## src/rtl/if_prefetch_stage.sv

```systemverilog
// Instruction fetch stage with a small prefetch queue in front of IF/ID.
// Hides instruction-memory wait states and honours stall, bubble and redirect.
module if_prefetch_stage #(
  parameter logic [31:0] RESET_PC  = 32'h0001_0000,
  parameter int          QDEPTH    = 2,
  parameter logic [31:0] NOP_INSTR = 32'h0000_0013
) (
  input  logic        clk,
  input  logic        rst,
  output logic [31:0] IAD,
  input  logic [31:0] IDT,
  input  logic        iready_n,
  input  logic        branch_PC_contral,
  input  logic [31:0] branch_target,
  input  logic        stall_ID,
  input  logic        nop_IF,
  output logic [31:0] Instraction_pype,
  output logic [31:0] PC_pype,
  output logic        valid_pype,
  output logic [2:0]  q_count
);

  localparam int PW = (QDEPTH > 1) ? $clog2(QDEPTH) : 1;
  localparam logic [3:0] QD = 4'(QDEPTH);

  logic [31:0]   pc_q, pc_d;
  logic [31:0]   qpc_q [QDEPTH];
  logic [31:0]   qpc_d [QDEPTH];
  logic [31:0]   qins_q [QDEPTH];
  logic [31:0]   qins_d [QDEPTH];
  logic [PW-1:0] wp_q, wp_d;
  logic [PW-1:0] rp_q, rp_d;
  logic [3:0]    cnt_q, cnt_d;
  logic [31:0]   ins_q, ins_d;
  logic [31:0]   opc_q, opc_d;
  logic          vld_q, vld_d;
  logic          push, pop;

  always_comb begin
    pc_d   = pc_q;
    qpc_d  = qpc_q;
    qins_d = qins_q;
    wp_d   = wp_q;
    rp_d   = rp_q;
    cnt_d  = cnt_q;
    ins_d  = ins_q;
    opc_d  = opc_q;
    vld_d  = vld_q;
    // push allowance uses pre-pop occupancy
    push   = !iready_n && (cnt_q < QD);
    pop    = 1'b0;
    if (branch_PC_contral) begin
      pc_d  = branch_target;
      wp_d  = '0;
      rp_d  = '0;
      cnt_d = '0;
      ins_d = NOP_INSTR;
      opc_d = '0;
      vld_d = 1'b0;
    end else begin
      pop = !stall_ID && !nop_IF && (cnt_q != 4'd0);
      if (push) begin
        qpc_d[wp_q]  = pc_q;
        qins_d[wp_q] = IDT;
        wp_d         = wp_q + 1'b1;
        pc_d         = pc_q + 32'd4;
      end
      if (stall_ID) begin
        ins_d = ins_q;
      end else if (nop_IF) begin
        ins_d = NOP_INSTR;
        vld_d = 1'b0;
      end else if (pop) begin
        ins_d = qins_q[rp_q];
        opc_d = qpc_q[rp_q];
        vld_d = 1'b1;
        rp_d  = rp_q + 1'b1;
      end else begin
        ins_d = NOP_INSTR;
        vld_d = 1'b0;
      end
      cnt_d = cnt_q + {3'b0, push} - {3'b0, pop};
    end
  end

  always_ff @(posedge clk) begin
    if (!rst) begin
      pc_q  <= RESET_PC;
      wp_q  <= '0;
      rp_q  <= '0;
      cnt_q <= '0;
      ins_q <= NOP_INSTR;
      opc_q <= '0;
      vld_q <= 1'b0;
    end else begin
      pc_q  <= pc_d;
      wp_q  <= wp_d;
      rp_q  <= rp_d;
      cnt_q <= cnt_d;
      ins_q <= ins_d;
      opc_q <= opc_d;
      vld_q <= vld_d;
    end
  end

  // queue storage needs no reset; occupancy gates every read
  always_ff @(posedge clk) begin
    qpc_q  <= qpc_d;
    qins_q <= qins_d;
  end

  assign IAD              = pc_q;
  assign Instraction_pype = ins_q;
  assign PC_pype          = opc_q;
  assign valid_pype       = vld_q;
  assign q_count          = cnt_q[2:0];

endmodule

```

## config.mk

```make
export PLATFORM = sky130hd
export DESIGN_NAME = if_prefetch_stage
export DESIGN_NICKNAME = d
export VERILOG_FILES = /design/src/rtl/if_prefetch_stage.sv
export SDC_FILE = /design/constraint.sdc
export NUM_CORES = 1
export LEC_CHECK = 0
export BUFFER_PORTS_ARGS = -buffer_cell sky130_fd_sc_hd__buf_2
export CORE_MARGIN = 2
export CORE_UTILIZATION = 45
export CTS_CLUSTER_SIZE = 24
export DETAILED_ROUTE_END_ITERATION = 16
export PLACE_DENSITY_LB_ADDON = 0.3
export SLEW_MARGIN = 20
export SYNTH_ARGS = -nofsm -noshare
export SYNTH_HDL_FRONTEND = slang
export SYNTH_SLANG_ARGS = --single-unit
```

## constraint.sdc

```tcl
create_clock -name clk -period 15 [get_ports clk]
set_input_delay 0.75 -clock clk [delete_from_list [all_inputs] [get_ports clk]]
set_output_delay 0.75 -clock clk [all_outputs]
set_load 0.02 [all_outputs]
```

==> summary.md, run 1 <==
| Metric | Value |
|---|---|
| Vias in the first global route | 5724 |
| H-tree Lvls | 1 |
| Slowest stage delay, CP | 710 ps |
| CP top delay family | adder cells |
| Least-Margin Pin Slew | 1070 ps |
| Logic gate share of total power | 0.075 |
| Crit end category | flip-flop |
| Crit path time final | 2800 ps |
| #FFs+latches synth | 231 |
| P_leak | 3.93 nW |
| Hold slack | 420 ps |
| Initial drt markers | 346 |
| Mapped Nets | 767 |
| Sequential-to-total area share from yosys stat | 0.659 |
| Yosys top cell area share | 0.429 |
| First-pass GRT wire length | 31300 um |
| Max Freq | 0.357 GHz |
| Worst setup SP type | flip-flop |
| Critical path's slowest cell | nor3b_2 |
| Most numerous cell on the critical path | ha_1 |
| Synth cell types | 52 |
| Site row count | 51 |
| Reg2reg start | cnt_q[2] |
| Initial antenna violation count | 2 |
| Hold_sp | IDT[19] |
| Post-synth EDFFs | 128 |
| Critical path class | flip-flop to flip-flop |
| Worst Setup SP | cnt_q[2] |
| DR WL/cell | 17.8 um |
| Final Instance Area | 10700 sq um |
| Fin. Hold Viols | 0 |
| Slew Limit Fails | 0 |
| WL final | 20000 um |
| CTS Buf Count | 24 |
| # hold bufs at CTS | 0 |
| Synth area leader | edfxtp_1 |
| Latest clock arrival within the worst-skew pair | 520 ps |
| Crit share post-route | 0.187 |
| Ports | 170 |
| Mean Syn Cell Area | 13.0 sq um |
| Setup bufs post-CTS | 0 |
| Area growth, synth to finish | 19.9% |
| Clk sink count | 231 |
| Clk_skew | 17.3 ps |
| Starting density of the core | 0.459 |
| CP bufs+invs | 3 |
| Clock-pin slew on the worst setup and hold paths | 60 ps |
| Final WS setup | 12200 ps |
| Cell area after synthesis | 8960 sq um |
| Total track usage | 0.184 |
| Ys async rst share | 0 |
| MaxCap Viol Count | 0 |
| R2r worst-path depth | 10 |
| Switching pwr | 319 uW |
| Placed Area | 10000 sq um |
| Die Height | 145 um |
| TNS Setup | 0 ps |
| Root Driver | clkbuf_16 |
| GRT overflow | 0 |
| Clock Tree Buf Depth | 3 |
| Synth warn | 0 |
| Die ar. | 21100 sq um |
| Peak supply drop | 0.0792 mV |
| Unrepaired setup endpoints after global routing | no |
| Post-route core utilization | 0.550 |
| Fin cells | 1127 |
| Sw Share | 0.231 |
| Clk pwr share | 0.403 |
| Crit-path max FO | 13 |
| Hold path cells | 1 |
| RR Endpoint | cnt_q[2] |
| Final #Nets | 919 |
| Flop pwr share | 0.523 |
| PortBufs | 169 |
| Worst-path cell chain | inv_1 > ha_1 > nor3b_2 > inv_2 > ha_1 > inv_1 > ha_1 > fa_1 > xnor2_1 > nor2_1 |
| Pin count of the biggest net entering global routing | 99 |
| Internal Pwr Total | 1.06 mW |
| # placed instances | 1081 |
| Required @ worst endpoint | 15380 ps |
| Remaining antenna violation count | 0 |
| Setup violators final | 0 |
| CORE AREA | 19500 sq um |
| Post-DP HPWL | 12800 um |
| Syn Inst Count | 690 |
| Setup WS pre-CTS | 11990 ps |
| Gpl congestion | 0.823 |
| Vias/cell | 5.34 |
| Synth Flop Type | edfxtp_1 |
| # DRC | 0 |
| Via Count | 6013 |
| Cell Pwr Density | 128 nW/um^2 |
| Tot Pwr | 1.38 mW |
| Status | finished, final reports clean |
| First-pass DRT Iterations | 5 |
| Critical path arrival | 3190 ps |
| R2R setup slack | 12200 ps |
| Post_cts resized | 0 |
| CTS tree | yes |
| Worst Hold Class | primary input to flip-flop |
| Chip width | 145 um |
| Top cells by count, synth | edfxtp_1, dfxtp_1, nor2_1 |
| Layout cell share with drive strength beyond 1 | 0.287 |
| Most numerous cell in the Yosys netlist | edfxtp_1 |
| Min-Delay Endpoint | qins_q[19] |
| Rel. slew slack | 0.286 |
| Synth area leaders | edfxtp_1, dfxtp_1, mux2i_1 |
## placed cells by master, fill, tap and decap left out, types with 17 or more instances in the layout
| cell | netlist | final |
|---|---|---|
| a211oi_1 | 32 | 32 |
| edfxtp_1 | 128 | 128 |
| clkbuf_16 | 0 | 24 |
| nand2_1 | 17 | 17 |
| o21ai_0 | 23 | 23 |
| mux2i_1 | 37 | 37 |
| dfxtp_1 | 103 | 102 |
| mux2_2 | 29 | 29 |
| nor2_1 | 73 | 73 |
| buf_2 | 4 | 169 |
| a22oi_1 | 29 | 29 |
## cell families after synthesis
group | count (synthesis) | share of synthesized area
AO/OA/AOI/OAI | 134 | 0.104
AND/OR/NAND/NOR | 175 | 0.105
multiplexers | 66 | 0.0778
flip-flops | 231 | 0.659
buffers and inverters | 61 | 0.0274
XOR/XNOR | 16 | 0.0156
adder cells (fa/ha/maj) | 7 | 0.0106
## area by class of cell
cell class / count / area, sq um
clock inverters: 9 / 78.8
diodes: 2 / 5.00
inverters: 13 / 48.8
clock buffers: 35 / 662
flip-flops and latches: 231 / 5910
well taps: 265 / 332
multi-input cells: 398 / 2820
fillers: 1681 / 8780
repair buffers: 174 / 883
## worst max path at each step
stage               depth (start not counted)  slack [ps]          to
floorplan                                   3        8840  qins_q[32]
global placement                            5       12020   qpc_q[53]
detailed placement                          5       11990  qins_q[43]
CTS                                         6       12160   qpc_q[57]
global route                                6       11940   qpc_q[59]
finish                                     10       12200    cnt_q[2]
## power by group through the flow
stage	sequential (mW)	clock (mW)	combinational [mW]
6_report	0.720	0.555	0.103
3_3_place_gp	0.732	0	0.102
4_1_cts	0.720	0.568	0.104
5_1_grt	0.723	0.592	0.114
3_5_place_dp	0.733	0	0.103
2_1_floorplan	0.738	0	0.0578
## per-layer routing
metal	track usage	vias up	routed length [um]
li1	-	2910	-
met1	0.257	2884	9170
met2	0.297	196	9370
met3	0.0327	23	1180
met4	0.0505	0	310
met5	0	-	0
## sequential cells by signal, indices dropped and copies added, names as in the netlist
register,count
qins_q,64
valid_pype,1
qpc_q,64
Instraction_pype,32
IAD,32
PC_pype,32
cnt_q,4
wp_q,1
rp_q,1
No activity file was read; power rests on OpenSTA's default activity.
==> run 2, diff against run 1 <==
--- a/config.mk
+++ b/config.mk
@@ -5,6 +5,7 @@
 export SDC_FILE = /design/constraint.sdc
 export NUM_CORES = 1
 export LEC_CHECK = 0
+export ABC_AREA = 1
 export BUFFER_PORTS_ARGS = -buffer_cell sky130_fd_sc_hd__buf_2
 export CORE_MARGIN = 2
 export CORE_UTILIZATION = 45
==> constraint.sdc (replaced) <==
create_clock -name clk -period 2.8 [get_ports clk]
set_input_delay 0.14 -clock clk [delete_from_list [all_inputs] [get_ports clk]]
set_output_delay 0.14 -clock clk [all_outputs]
set_load 0.02 [all_outputs]
==> run 2 against run 1 <==
Compared with the run above:
- clock skew shrank 6.7 ps
- critical path type unchanged
- worst setup slack lost 12000 ps
- design area grew 9.3%
==> summary.md, run 2 <==
| Metric | Value |
|---|---|
| Final #Nets | 1278 (was 919) |
| Via Count | 7340 (was 6013) |
| Filler Cell Count | 1742 (was 1681) |
| Clock Tree Buf Depth | 3 (unchanged) |
| Slowest stage delay, CP | 390 ps (was 710 ps) |
| Most frequent cells in the layout | nand2_1, buf_2, edfxtp_1, dfxtp_1, dlygate4sd3_1 (was buf_2, edfxtp_1, dfxtp_1, nor2_1, mux2i_1) |
| Starting density of the core | 0.459 (about the same) |
| Pin count of the biggest net entering global routing | 97 (was 99) |
| Crit path time final | 2140 ps (was 2800 ps) |
| Synth area leaders | edfxtp_1, dfxtp_1, nand2_1 (was edfxtp_1, dfxtp_1, mux2i_1) |
| Latest clock arrival within the worst-skew pair | 500 ps (was 520 ps) |
| First-pass GRT wire length | 35400 um (was 31300 um) |
| CORE AREA | 20200 sq um (was 19500 sq um) |
| Reg area | 5910 sq um (about the same) |
| Total track usage | 0.204 (was 0.184) |
| Rel. slew slack | 0.408 (was 0.286) |
| Unrepaired setup endpoints after global routing | no (unchanged) |
| Fin. Hold Viols | 0 (unchanged) |
| Cell Pwr Density | 637 nW/um^2 (was 128 nW/um^2) |
| Setup bufs post-CTS | 0 (unchanged) |
| First-pass DRT Iterations | 5 (unchanged) |
| Worst Setup SP | cnt_q[2] (unchanged) |
| WP depth | 11 (was 10) |
| MaxCap Viol Count | 0 (unchanged) |
| Clk sink count | 231 (unchanged) |
| R2R setup slack | 660 ps (was 12200 ps) |
| TNS Setup | 0 ps (unchanged) |
| CTS Buf Count | 24 (unchanged) |
| Hold path cells | 5 (was 1) |
| CP bufs+invs | 3 (unchanged) |
| Initial antenna violation count | 0 (was 2) |
| Area growth, synth to finish | 26.4% (was 19.9%) |
| Synth warn | 0 (unchanged) |
| Status | finished, final reports clean (unchanged) |
| Vias/cell | 4.93 (was 5.34) |
| Chip width | 148 um (was 145 um) |
| Post-synth EDFFs | 128 (unchanged) |
| Syn Inst Count | 978 (was 690) |
| Critical path arrival | 2500 ps (was 3190 ps) |
| CP top delay family | adder cells (unchanged) |
| Post-DP HPWL | 14300 um (was 12800 um) |
| Site row count | 52 (was 51) |
| Max Freq | 0.468 GHz (was 0.357 GHz) |
| Ports | 170 (unchanged) |
| Commonest non-fill, non-tap cell in the layout | nand2_1 (was buf_2) |
| Hold slack | 16.6 ps (was 420 ps) |
| Layout cell share with drive strength beyond 1 | 0.202 (was 0.287) |
| R2r worst-path depth | 11 (was 10) |
| Mapped Nets | 1055 (was 767) |
| WL final | 22700 um (was 20000 um) |
| H-tree Lvls | 1 (unchanged) |
| Yosys top cell area share | 0.414 (was 0.429) |
| Reg2reg start | cnt_q[2] (unchanged) |
| Vias in the first global route | 6903 (was 5724) |
| Peak supply drop | 0.389 mV (was 0.0792 mV) |
| Synth area leader | edfxtp_1 (unchanged) |
| Mean Syn Cell Area | 9.50 sq um (was 13.0 sq um) |
| Clk_skew | 10.7 ps (was 17.3 ps) |
| Least-Margin Pin Slew | 888 ps (was 1070 ps) |
| Ant. Diodes | 0 (was 2) |
| Top cells by count, synth | nand2_1, edfxtp_1, dfxtp_1 (was edfxtp_1, dfxtp_1, nor2_1) |
| Initial drt markers | 415 (was 346) |
| Worst setup SP type | flip-flop (unchanged) |
| GRT overflow | 0 (unchanged) |
| Sequential-to-total area share from yosys stat | 0.636 (was 0.659) |
| Slew Limit Fails | 0 (unchanged) |
| Setup violators final | 0 (unchanged) |
| Synth Flop Type | edfxtp_1 (unchanged) |
| PortBufs | 169 (unchanged) |
| Gpl congestion | 0.853 (was 0.823) |
| P_leak | 4.81 nW (was 3.93 nW) |
| #FFs+latches synth | 231 (unchanged) |
| Required @ worst endpoint | 3170 ps (was 15380 ps) |
| Largest registers | qins_q x64, qpc_q x64 (unchanged) |
| RR Endpoint | cnt_q[2] (unchanged) |
| Most numerous cell in the Yosys netlist | nand2_1 (was edfxtp_1) |
| Crit end category | flip-flop (unchanged) |
| Crit-path max FO | 8 (was 13) |
| # hold bufs at CTS | 63 (was 0) |
| Worst Hold Class | primary input to flip-flop (unchanged) |
| Crit share post-route | 0.763 (was 0.187) |
| Cell area after synthesis | 9290 sq um (was 8960 sq um) |
| Area of the multi-input gates | 2950 sq um (was 2820 sq um) |
| Critical path's slowest cell | fa_1 (was nor3b_2) |
| Ys async rst share | 0 (unchanged) |
| Critical path endpoint | cnt_q[2] (unchanged) |
| Die ar. | 21800 sq um (was 21100 sq um) |
| Remaining antenna violation count | 0 (unchanged) |
| Root Driver | clkbuf_16 (unchanged) |
| Die Height | 148 um (was 145 um) |
| Critical path class | flip-flop to flip-flop (unchanged) |
| DR WL/cell | 15.3 um (was 17.8 um) |
| Clock-pin slew on the worst setup and hold paths | 60 ps (about the same) |
| Post_cts resized | 0 (unchanged) |
| CTS tree | yes (unchanged) |
| # DRC | 0 (unchanged) |
| Synth cell types | 31 (was 52) |
| Worst-path cell chain | inv_1 > ha_1 > inv_1 > nor2_2 > nand2_4 > ha_1 > inv_1 > ha_1 > fa_1 > xnor2_1 > nor2_1 (was inv_1 > ha_1 > nor3b_2 > inv_2 > ha_1 > inv_1 > ha_1 > fa_1 > xnor2_1 > nor2_1) |
==> run 2: cell types whose count changed after synthesis, sizes merged, moves of 11 or more <==
cell,previous run,this run
a31oi,11,38
a22oi,29,0
nand4,12,0
mux2,29,0
nand2,17,369
or4,11,0
clkbuf,33,21
a211oi,32,0
inv,13,62
a21oi,12,57
o21ai,23,57
mux2i,37,0
==> run 2: worst reg2reg max path: stages, from the launching register on <==
cell and delay [ps]:
dfxtp_1 310, inv_1 70, ha_1 170, inv_1 60, nor2_2 150, nand2_4 140
ha_1 300, inv_1 40, ha_1 190, fa_1 390, xnor2_1 150, nor2_1 50
==> run 2: per-stage QoR <==
step | setup WS [ps] | utilization | cell area (sq um) | power (mW) | instances
floorplan | 47.5 | - | 9310 | 4.22 | 978
global placement | 736 | 0.512 | 10400 | 4.43 | 1382
detailed placement | 685 | 0.512 | 10400 | 4.44 | 1382
CTS | 650 | 0.581 | 11700 | 7.54 | 1488
global route | 465 | 0.581 | 11700 | 7.77 | 1488
finish | 664 | 0.581 | 11700 | 7.49 | 1488
==> run 2: cell type report <==
class	instances	share of cell area
timing repair buffer	243	0.133
clock inverter	7	0.00479
tap	270	0.0288
sequential	231	0.503
inverter	62	0.0200
clock buffer	36	0.0593
multi-input combinational	639	0.251
==> run 2: where the power goes <==
part           leakage [nW]  internal, mW  switching, mW  total (mW)
logic                  2.42         0.231          0.390       0.621
registers              2.02          3.72         0.0993        3.82
clock network         0.370          1.80           1.24        3.04
==> run 2: worst min-delay path by stage <==
stage / from / endpoint / slack [ps]
6_report: branch_target[21] / IAD[21] / 20
5_1_grt: branch_target[22] / IAD[22] / 40
4_1_cts: branch_target[21] / IAD[21] / 6
3_5_place_dp: IDT[23] / qins_q[23] / 330
3_3_place_gp: IDT[13] / qins_q[45] / 330
2_1_floorplan: IDT[0] / qins_q[0] / 240
==> run 2: layer usage <==
| metal | share of wire | track usage | vias up |
|---|---|---|---|
| met3 | 0.061 | 0.0324 | 36 |
| met2 | 0.48 | 0.348 | 239 |
| met5 | 0 | 0 | - |
| met4 | 0.023 | 0.0620 | 0 |
| met1 | 0.44 | 0.268 | 3390 |
| li1 | - | - | 3675 |
==> run 2: logic make-up after synthesis <==
logic type / count (synthesis) / share of synthesized area
AO/OA/AOI/OAI: 154 / 0.0891
XOR/XNOR: 14 / 0.0132
adder cells (fa/ha/maj): 7 / 0.0102
buffers and inverters: 108 / 0.0485
flip-flops: 231 / 0.636
AND/OR/NAND/NOR: 464 / 0.203
==> run 3, diff against run 2 <==
--- a/config.mk
+++ b/config.mk
@@ -5,7 +5,7 @@
 export SDC_FILE = /design/constraint.sdc
 export NUM_CORES = 1
 export LEC_CHECK = 0
-export ABC_AREA = 1
+export ABC_AREA = 0
 export BUFFER_PORTS_ARGS = -buffer_cell sky130_fd_sc_hd__buf_2
 export CORE_MARGIN = 2
 export CORE_UTILIZATION = 45
==> constraint.sdc (replaced) <==
create_clock -name clk -period 2.2 [get_ports clk]
set_input_delay 0.11 -clock clk [delete_from_list [all_inputs] [get_ports clk]]
set_output_delay 0.11 -clock clk [all_outputs]
set_load 0.02 [all_outputs]
==> run 3 against run 2 <==
Compared with the run above:
- sequential power is 27% higher
- clock power is 24% higher
- flip-flop and latch count stayed put
- routed wire length is 6.4% lower
- core utilization is 2.4 points higher
- first-iteration DRC count is 12% lower
- worst setup slack worse by 510 ps
- total power is 28% higher
- critical path depth is 2 lower
- maximum frequency is 4.4% higher
- global-route usage is 0.50 points lower
- largest cell class unchanged
==> summary.md, run 3 (synthesized netlist as in run 1, its figures left out) <==
| Metric | Value |
|---|---|
| Status | finished, final reports clean (unchanged) |
| Cell Pwr Density | 810 nW/um^2 (was 637 nW/um^2) |
| Die ar. | 21100 sq um (was 21800 sq um) |
| Latest clock arrival within the worst-skew pair | 510 ps (was 500 ps) |
| Unrepaired setup endpoints after global routing | no (unchanged) |
| RR Endpoint | cnt_q[1] (was cnt_q[2]) |
| Tot Pwr | 9.57 mW (was 7.49 mW) |
| MaxCap Viol Count | 0 (unchanged) |
| Clock Tree Buf Depth | 3 (unchanged) |
| R2R setup slack | 150 ps (was 660 ps) |
| Final #Nets | 1024 (was 1278) |
| Layout cell share with drive strength beyond 1 | 0.307 (was 0.202) |
| TNS Setup | 0 ps (unchanged) |
| CTS tree | yes (unchanged) |
| Fin cells | 1230 (was 1488) |
| H-tree Lvls | 1 (unchanged) |
| Largest registers | qins_q x64, qpc_q x64 (unchanged) |
| P_leak | 4.44 nW (was 4.81 nW) |
| CTS Buf Count | 25 (was 24) |
| Final WS setup | 153 ps (was 664 ps) |
| Setup bufs post-CTS | 0 (unchanged) |
| Worst setup SP type | flip-flop (unchanged) |
| Crit share post-route | 0.930 (was 0.763) |
| Crit end category | flip-flop (unchanged) |
| Peak supply drop | 0.515 mV (was 0.389 mV) |
| Die Height | 145 um (was 148 um) |
| Slowest stage delay, CP | 420 ps (was 390 ps) |
| Critical path class | flip-flop to flip-flop (unchanged) |
| Setup violators final | 0 (unchanged) |
| Gpl congestion | 0.848 (was 0.853) |
| Clk_skew | 18.2 ps (was 10.7 ps) |
| Rel. slew slack | 0.692 (was 0.408) |
| Worst Setup SP | cnt_q[2] (unchanged) |
| Chip width | 145 um (was 148 um) |
| Commonest non-fill, non-tap cell in the layout | buf_2 (was nand2_1) |
| Worst Hold Class | primary input to flip-flop (unchanged) |
| DR WL/cell | 17.3 um (was 15.3 um) |
| Post-DP HPWL | 13700 um (was 14300 um) |
| Clk sink count | 231 (unchanged) |
| Root Driver | clkbuf_16 (unchanged) |
| Crit-path max FO | 4 (was 8) |
| CORE AREA | 19500 sq um (was 20200 sq um) |
| Critical path endpoint | cnt_q[1] (was cnt_q[2]) |
| Ant. Diodes | 0 (unchanged) |
| First-pass DRT Iterations | 5 (unchanged) |
| Reg2reg start | cnt_q[2] (unchanged) |
| Clock-pin slew on the worst setup and hold paths | 60 ps (about the same) |
| Critical path's slowest cell | fa_2 (was fa_1) |
| # DRC | 0 (unchanged) |
| Most frequent cells in the layout | buf_2, edfxtp_1, dfxtp_1, nor2_1, dlygate4sd3_1 (was nand2_1, buf_2, edfxtp_1, dfxtp_1, dlygate4sd3_1) |
| WL final | 21300 um (was 22700 um) |
| Setup WS pre-CTS | 18.4 ps (was 685 ps) |
| Required @ worst endpoint | 2590 ps (was 3170 ps) |
| PortBufs | 169 (unchanged) |
| Vias/cell | 5.27 (was 4.93) |
| Via Count | 6488 (was 7340) |
| # placed instances | 1120 (was 1382) |
| Fin. Hold Viols | 0 (unchanged) |
| Initial antenna violation count | 0 (unchanged) |
| Starting density of the core | 0.459 (about the same) |
| Initial drt markers | 367 (was 415) |
| Worst-path cell chain | inv_2 > ha_4 > nor3b_2 > nor3_4 > ha_1 > inv_1 > ha_2 > fa_2 > and2_1 (was inv_1 > ha_1 > inv_1 > nor2_2 > nand2_4 > ha_1 > inv_1 > ha_1 > fa_1 > xnor2_1 > nor2_1) |
| Slew Limit Fails | 0 (unchanged) |
| Crit path time final | 2050 ps (was 2140 ps) |
| Ports | 170 (unchanged) |
| Hold slack | 77.8 ps (was 16.6 ps) |
| Max Freq | 0.489 GHz (was 0.468 GHz) |
| Area growth, synth to finish | 31.8% (was 26.4%) |
| Vias in the first global route | 6481 (was 6903) |
| Total track usage | 0.199 (was 0.204) |
| First-pass GRT wire length | 34000 um (was 35400 um) |
| Least-Margin Pin Slew | 462 ps (was 888 ps) |
| Site row count | 51 (was 52) |
| R2r worst-path depth | 9 (was 11) |
| Remaining antenna violation count | 0 (unchanged) |
| Pin count of the biggest net entering global routing | 91 (was 97) |
| Critical path arrival | 2440 ps (was 2500 ps) |
| GRT overflow | 0 (unchanged) |
==> run 3: cell count changes in the layout (fill, tap and decap cells not counted), moves of 32 or more <==
cell,change
a211oi_1,+32
inv_1,-46
nand2_1,-345
mux2i_1,+37
o21ai_0,-34
a21oi_1,-45
==> run 3: critical path, delay by kind of cell (launching register included) <==
family,cells,cell delay (ps)
buffers and inverters,2,120
adder cells (fa/ha/maj),4,1030
AND/OR/NAND/NOR,3,460
flip-flops,1,340
==> run 3: power breakdown <==
group,total (mW),internal (mW),switching [mW]
Sequential,4.86,4.75,0.110
Clock,3.78,2.22,1.56
Combinational,0.932,0.411,0.520
Total,9.57,7.39,2.19
==> run 3: what timing repair did <==
item | in CTS | in global routing
resized for setup | 1 | 2
setup endpoints to repair | 1 | 2
pin swaps | 0 | 0
hold buffers | 65 | 0
hold endpoints to repair | 95 | 0
==> run 3: final cells by class <==
type                    instances  area, sq um
repair buffers                278         1900
flip-flops and latches        231         5910
fillers                      1550         7710
clock inverters                 7         32.5
clock buffers                  38          714
multi-input cells             398         2870
inverters                      13         48.8
well taps                     265          332
==> run 3: through the flow <==
step | cell area [sq um] | util
CTS | 11800 | 0.605
global route | 11800 | 0.605
detailed placement | 10400 | 0.533
finish | 11800 | 0.605
global placement | 10400 | 0.533
floorplan | 9010 | -
==> run 3: per-layer routing <==
layer  track usage  vias to the layer above  wire length [um]
li1              -                     3135                 -
met1         0.269                     3131              9550
met2         0.330                      194             10200
met3        0.0346                       28              1170
met4        0.0569                        0               399
met5             0                        -                 0
==> run 3: worst min-delay path by stage <==
stage / slack (ps) / cells after the start / to / startpoint
final: 80 / 4 / IAD[29] / rst
after CTS: 70 / 4 / IAD[29] / rst
after floorplan: 210 / 0 / qins_q[0] / IDT[0]
after detailed placement: 300 / 1 / qins_q[24] / IDT[24]
after global placement: 300 / 1 / qins_q[24] / IDT[24]
after global routing: 130 / 4 / IAD[29] / rst
